**config.mk**
```make
export PLATFORM = sky130hd
export DESIGN_NAME = rvfi_check_sequencer
export DESIGN_NICKNAME = d
export VERILOG_FILES = /design/src/rtl/rvfi_seq_pkg.sv /design/src/rtl/rvfi_seq_match.sv /design/src/rtl/rvfi_check_sequencer.sv
export SDC_FILE = /design/constraint.sdc
export NUM_CORES = 1
export LEC_CHECK = 0
export CAP_MARGIN = 5
export CORE_MARGIN = 3
export CORE_UTILIZATION = 35
export DETAILED_ROUTE_END_ITERATION = 16
export HOLD_SLACK_MARGIN = 0.02
export PLACE_DENSITY_LB_ADDON = 0.1
export SYNTH_ARGS = -nofsm -noshare
export SYNTH_HDL_FRONTEND = slang
export SYNTH_SLANG_ARGS = --single-unit
```
**constraint.sdc**
```tcl
create_clock -name clock -period 4.8 [get_ports clock]
set_input_delay 0.72 -clock clock [delete_from_list [all_inputs] [get_ports clock]]
set_output_delay 0.72 -clock clock [all_outputs]
set_load 0.005 [all_outputs]
```
**src/rtl/rvfi_seq_pkg.sv**
```systemverilog
// rvfi_seq_pkg: shared types, widths and bit helpers for the RVFI check sequencer
package rvfi_seq_pkg;
    localparam int ORDER_W = 64;
    typedef enum logic [1:0] {WAIT = 2'd0, DRAIN = 2'd1, DONE = 2'd2} seq_state_t;
    function automatic logic [6:0] popcount(input logic [63:0] v);
        popcount = '0;
        for (int i = 0; i < 64; i++) popcount = popcount + 7'(v[i]);
    endfunction
    // Scans downward so the last assignment wins with the lowest set index; 0 when empty.
    function automatic logic [5:0] lowest_set(input logic [63:0] v);
        lowest_set = '0;
        for (int i = 63; i >= 0; i--) if (v[i]) lowest_set = 6'(i);
    endfunction
endpackage

```
**src/rtl/rvfi_seq_match.sv**
```systemverilog
// rvfi_seq_match: per-channel target compare, lowest matching channel and same-cycle duplicate order detect
module rvfi_seq_match
    import rvfi_seq_pkg::*;
#(
    parameter int NRET  = 1,
    parameter int IDX_W = 1
) (
    input  logic [NRET-1:0]         valid,
    input  logic [ORDER_W*NRET-1:0] order,
    input  logic [ORDER_W-1:0]      target,
    output logic [NRET-1:0]         match,
    output logic [IDX_W-1:0]        match_idx,
    output logic                    dup
);
    for (genvar c = 0; c < NRET; c++) begin : g_cmp
        assign match[c] = valid[c] && order[ORDER_W*c +: ORDER_W] == target;
    end
    assign match_idx = IDX_W'(lowest_set(64'(match)));
    always_comb begin
        dup = 1'b0;
        for (int i = 0; i < NRET; i++)
            for (int j = i + 1; j < NRET; j++)
                dup = dup | (valid[i] && valid[j] &&
                             order[ORDER_W*i +: ORDER_W] == order[ORDER_W*j +: ORDER_W]);
    end
endmodule

```
**src/rtl/rvfi_check_sequencer.sv**
```systemverilog
// rvfi_check_sequencer: strobes check when the target order retires, drains a fixed window, then raises done.
// Define RVFI_SEQ_ORDER_MONO_EN to add the order_err port for consecutive-order checking.
module rvfi_check_sequencer
    import rvfi_seq_pkg::*;
#(
    parameter int NRET         = 1,
    parameter int DRAIN_CYCLES = 4,
    parameter int CNT_W        = 16,
    localparam int IDX_W       = (NRET > 1) ? $clog2(NRET) : 1
) (
    input  logic                    clock,
    input  logic                    reset,
    input  logic [NRET-1:0]         rvfi_valid,
    input  logic [ORDER_W*NRET-1:0] rvfi_order,
    input  logic [ORDER_W-1:0]      target_order,
    output logic                    check,
    output logic [IDX_W-1:0]        check_channel,
    output logic                    done,
    output logic [CNT_W-1:0]        retire_count,
    output logic                    dup_err,
    output logic [1:0]              state
`ifdef RVFI_SEQ_ORDER_MONO_EN
    ,
    output logic                    order_err
`endif
);
    localparam int PC_W = $clog2(NRET + 1);
    localparam int DC_W = (DRAIN_CYCLES > 0) ? $clog2(DRAIN_CYCLES + 1) : 1;

    seq_state_t       cur, nxt;
    logic [DC_W-1:0]  cnt;
    logic [NRET-1:0]  match;
    logic [IDX_W-1:0] idx;
    logic             dup, hit;
    logic [PC_W-1:0]  pc;
    logic [CNT_W:0]   sum;

    rvfi_seq_match #(.NRET(NRET), .IDX_W(IDX_W)) u_match (
        .valid     (rvfi_valid),
        .order     (rvfi_order),
        .target    (target_order),
        .match     (match),
        .match_idx (idx),
        .dup       (dup)
    );

    assign hit   = |match;
    assign state = cur;
    assign pc    = PC_W'(popcount(64'(rvfi_valid)));
    assign sum   = (CNT_W + 1)'(retire_count) + (CNT_W + 1)'(pc);

    always_ff @(posedge clock) begin
        if (reset) cur <= WAIT;
        else       cur <= nxt;
    end

    always_comb begin
        nxt = WAIT;
        case (cur)
            WAIT:    nxt = hit ? ((DRAIN_CYCLES == 0) ? DONE : DRAIN) : WAIT;
            DRAIN:   nxt = (cnt == DC_W'(1)) ? DONE : DRAIN;
            DONE:    nxt = DONE;
            default: nxt = WAIT;
        endcase
    end

    // check is purely combinational so downstream checkers see it in the retire cycle itself.
    always_comb begin
        check         = !reset && cur == WAIT && hit;
        check_channel = check ? idx : '0;
        done          = cur == DONE;
    end

    always_ff @(posedge clock) begin
        if (reset) begin
            cnt          <= '0;
            retire_count <= '0;
            dup_err      <= 1'b0;
        end else begin
            if (cur == WAIT && hit) cnt <= DC_W'(DRAIN_CYCLES);
            else if (cur == DRAIN)  cnt <= cnt - 1'b1;
            retire_count <= sum[CNT_W] ? '1 : sum[CNT_W-1:0];
            dup_err      <= dup_err | dup | (cur != WAIT && hit);
        end
    end

`ifdef RVFI_SEQ_ORDER_MONO_EN
    logic [ORDER_W-1:0] next_expected, want;
    logic               mono_bad;
    // Valid channels take consecutive orders in index order; invalid channels are skipped.
    always_comb begin
        want     = next_expected;
        mono_bad = 1'b0;
        for (int i = 0; i < NRET; i++) begin
            if (rvfi_valid[i]) begin
                mono_bad = mono_bad | (rvfi_order[ORDER_W*i +: ORDER_W] != want);
                want     = want + 64'd1;
            end
        end
    end
    always_ff @(posedge clock) begin
        if (reset) begin
            next_expected <= '0;
            order_err     <= 1'b0;
        end else begin
            next_expected <= want;
            order_err     <= order_err | mono_bad;
        end
    end
`endif
endmodule

```
## After elaboration in Yosys (flattened, before gate mapping)

Cells that the tools add are included.

- Logic and storage cells: 28
- ROM bits: 0
- Input bits: 131
- Memories kept: 0
- Output and inout port bits: 22
- Bits in latches: 0
- RAM bits: 0
- Register bits after elaboration: 22

- Div/mod/pow operators: 0
- $add $sub $neg: 2
- Equality and inequality tests: 4
- Shift operators: 0
- $lt $le $gt $ge: 0
- $mul: 0
- Mux-type cells: 6
- Bitwise logic cells: 1
- Reductions and logical operators: 10

Operator list:

| kind | number |
|---|---|
| $eq A64 B64 Y1 | 1 |
| $add A16 B1 Y17 | 1 |
| $mux W16 | 1 |
| $mux W3 | 2 |
| $pmux W2 S3 | 1 |
| $logic_and A1 B1 Y1 | 5 |
| $reduce_bool A2 Y1 | 2 |
| $eq A3 B1 Y1 const B | 1 |
| $sub A3 B1 Y3 const B | 1 |
| $eq A2 B1 Y1 const B | 1 |
| $eq A2 B2 Y1 const B | 1 |
| $logic_not A2 Y1 | 1 |
| $mux W2 | 1 |
| $reduce_or A2 Y1 | 1 |
| $logic_not A1 Y1 | 1 |
| $mux W1 | 1 |
| $or A1 B1 Y1 | 1 |

## Depth between registers and ports, before layout

- Depth after elaboration: 4
- Gate-level depth with buffers: 9
- Gate-level depth less buffers: 8

## Modules after synthesis

From an unflattened synthesis, not the netlist that was laid out.

- Cells, all modules: 235
- Area total of the unflattened synthesis: 1831.8 µm²

Modules (own cells, without submodules):

| module | cells an instance | sequential area each (µm²) | instances | area each (µm²) |
|---|---|---|---|---|
| rvfi_check_sequencer | 119 | 440.4 | 1 | 1026.0 |
| rvfi_seq_match | 116 | 0.0 | 1 | 805.8 |

## Least setup slack after synthesis

Ideal clock, no wire load.

- Path kind: input to output
- Start: input target_order[7]
- End: output check
- Data required time: 4.080 ns
- Cell stages on the path: 6
- Arrival time: 2.434 ns
- Path slack: 1.646 ns
- Buffers on the path: 0
- Path through: inv_1 > a22o_1 > or4_4 > or3_1 > or4_1 > nor4_1

- Longest elaborated chain between the ends: 3

Ends and longest elaborated chain:

| item | line | text |
|---|---|---|
| start: declaration | rvfi_check_sequencer.sv:15 | `input logic [ORDER_W-1:0] target_order,` |
| $eq A64 B64 Y1 | rvfi_seq_match.sv:16 | `assign match[c] = valid[c] && order[ORDER_W*c +: ORDER_W] == target;` |
| $logic_and A1 B1 Y1 | rvfi_seq_match.sv:16 |  |
| $logic_and A1 B1 Y1 | rvfi_check_sequencer.sv:69 | `check = !reset && cur == WAIT && hit;` |
| end: declaration | rvfi_check_sequencer.sv:16 | `output logic check,` |

Every way passes these cells.

## Final worst setup path

Ends and elaborated chain as after synthesis.

==> metrics.md <==
| Metric | Value |
|---|---|
| Unrepaired setup endpoints after global routing | `false` |
| Slowest Stage Delay on Critical Path | `around 570 ps` |
| R2R setup slack | `2370 ps` |
| First-pass GRT wire length | `9960 um` |
| Fmax | `239 MHz` |
| Largest net degree at the start of global routing | `24` |
| CTS sink count | `22` |
| Hold-fix buffers, CTS | `0` |
| Max Cap Violations | `0` |
| # rows | `25` |
| DRC violations left | `0` |
| Worst Skew | `9.12 ps` |
| Ys async rst share | `0%` |
| Part of the power in registers | `38.7%` |
| # nets final | `between 500 and 600` |
| Leak pwr | `1.24 nW` |
| Fillers | `405` |
| WS Path Type | `input port to primary output` |
| CTS max path bufs | `2` |
| Min-Delay Path Depth | `2` |
| Final Hold Vio Count | `0` |
| H-tree lvl count | `1` |
| Die Y | `78.3 um` |
| Power Total | `480 uW` |
| Syn Inst Count | `228` |
| HP Class | `flop to flop` |
| Max-slew headroom | `approximately 47%` |
| Number of flops mapped to enable cells by yosys | `0` |
| Postcts setup bufs | `0` |
| Post-place setup slack | `580 ps` |
| Pint | `371 uW` |
| Clk pwr share | `23.7%` |
| Yosys reg bits | `22` |
| Mapped cell area | `1830 um2` |
| R2r startpoint | `retire_count[0]` |
| Placer Congestion | `roughly 0.79` |
| Pre-antenna DRT Iters | `4` |
| Clk slew on worst S/H paths | `70 ps` |
| Reg-to-Reg End | `retire_count[13]` |
| Worst setup SP type | `input port` |
| Slew Viols, Final | `0` |
| Total Wirelength | `6250 um` |
| Syn Area/Cell | `8.03 um2` |
| Worst setup margin | `615 ps` |
| Total global routing overflow | `0` |
| Proportion of layout cells with a drive suffix above 1 | `under 10%` |
| CP dominant cell by count | `clkdlybuf4s50_1` |
| CTS tree | `done` |
| Vias in the first global route | `2334` |
| Worst Reg2Reg Path Length in Cells | `8` |
| Initial Util | `37.5%` |
| Final period utilization | `between 80% and 90%` |
| CP Data Arrival Time | `3460 ps` |
| Max FO, Critical Path | `2` |
| Share of the synthesized area in the top cell type | `about 24%` |
| Endpoint, Worst Hold | `dup_err` |
| Post-DP HPWL | `between 5000 and 6000 um` |
| Commonest non-fill, non-tap cell in the layout | `clkdlybuf4s50_1` |
| Predominant post-synthesis flop cell | `dfxtp_1` |
| Clock root buffer | `clkbuf_8` |
| CP Capture Type | `primary output` |
| Setup Viol. Count Final | `0` |
| # resized after CTS | `0` |
| Worst vdd ir | `0.0822 mV` |
| Setup tns final | `0 ps` |
| Worst path required time | `4080 ps` |
| Multi-input logic area | `1290 um2` |
| P_sw | `109 uW` |
| YS warnings | `0` |
| Via count | `2151` |
| Sw Ratio | `22.6%` |
| HP Start | `dup_err` |
| Comb power frac | `37.6%` |
| Reg area | `between 400 and 500 um2` |
| CP max stage cell | `clkdlybuf4s50_1` |
| Ant diodes | `0` |
| Pwr dens | `139 nW/um2` |
| Post-synthesis sequential area ratio | `24.0%` |
| Status | `finished clean` |
| Crit path time final | `around 4200 ps` |
| Post-Route Utilization | `between 70% and 80%` |
| Worst-path cell chain | `clkdlybuf4s50_1 -> inv_1 -> a22o_1 -> or4_4 -> or3_1 -> or4_1 -> nor4_1 -> clkdlybuf4s50_1` |
| Vias/cell | `4.84` |
| Die area | `6140 um2` |
| Initial antenna violation count | `0` |
| Synth top area cells | `dfxtp_1 (24%), xnor2_1 (18%), xor2_1 (7.2%), nor2b_1 (5.1%), inv_1 (4.3%)` |
| Worst-Margin Slew | `just under 800 ps` |
| Die W | `between 70 and 80 um` |
| Total CTS buffers | `3` |
| Clock latency on the worst-skew pair | `~260 ps` |
| Total core area | `4880 um2` |
| All-Layer GR Usage | `20.1%` |
| Starting DRC count in detailed routing | `68` |
| Most frequent cells in the layout | `clkdlybuf4s50_1 (151), xnor2_1 (38), dfxtp_1 (22)` |
| I/O Buffers | `151` |
| Syn Nets | `between 300 and 400` |
| Synth-to-layout area growth | `88.1%` |
| Routed wire per std cell | `14.1 um` |
| Yosys cell types | `39` |
| I/O pins | `153` |
| DRT antenna net count | `0` |
| Leading area contributor after synthesis | `dfxtp_1` |
## per-stage QoR
step / cell area [um2] / hold WS [ps] / instances
after global placement: 3400 / 432 / 441
final: 3450 / 461 / 444
after detailed placement: 3400 / 455 / 441
after CTS: 3450 / 465 / 444
after global routing: 3450 / 508 / 444
after floorplan: 1830 / 442 / 228
## power by group through the flow
stage / combinational, mW / clock [mW] / sequential (mW)
floorplan: 0.0565 / 0 / 0.190
global placement: 0.180 / 0 / 0.190
detailed placement: 0.182 / 0 / 0.190
CTS: 0.182 / 0.115 / 0.186
global route: 0.196 / 0.122 / 0.186
finish: 0.181 / 0.113 / 0.186
## cell type report
class,count,share of cell area [%]
Clock buffer,3,1.20
Inverter,21,2.29
Sequential cell,22,12.8
Timing Repair Buffer,151,43.9
Multi-Input combinational cell,180,37.4
Tap cell,67,2.43
## state kept, by name, indices dropped and copies added, names as in the netlist
signal        cells
cnt               3
retire_count     16
dup_err           1
state             2
## critical path, delay by kind of cell
kind / cells / cell delay (ps)
buffers and inverters: 3 / 1060
AOI/OAI and AO/OA: 1 / 200
and+or+nand+nor: 4 / 1480
## logic make-up (layout without fill, tap and decap cells)
logic type / count (synthesis) / in the layout / share of synthesized area, %
xor+xnor: 53 / 53 / 25.3
buf+inv: 26 / 175 / 5.53
compound gates: 40 / 40 / 15.6
simple gates: 82 / 82 / 26.6
fa+ha+maj: 4 / 4 / 2.73
other cells: 1 / 1 / 0.205
flops: 22 / 22 / 24.0
## synthesized netlist by cell type (all sizes together), types with 3 or more instances
cell type   n
xnor2      38
a211oi      3
xor2       15
nand2       8
a21oi      14
nor2b      15
a2111oi     3
or4         4
inv        21
nor2       12
dfxtp      22
a22o        3
nor4        7
and4        4
clkbuf      4
and3        7
nand4       9
ha          4
nand2b      5
nand3       6
## layer usage
layer	global-route usage (%)	vias to the layer above	routed length [um]
met5	0	-	0
met4	4.72	0	65
met3	5.73	5	460
met2	39.8	75	3340
met1	20.4	965	2380
li1	-	1106	-
## how the worst max path moves through the flow
stage,cells past startpoint,startpoint,slack [ps],end
2_1_floorplan,6,target_order[7],1650,check
5_1_grt,8,rvfi_order[48],440,check
6_report,8,target_order[7],620,check
4_1_cts,8,rvfi_order[48],580,check
3_3_place_gp,8,rvfi_order[48],590,check
3_5_place_dp,8,rvfi_order[48],580,check
Note: power is estimated with default switching activity, not from simulation.
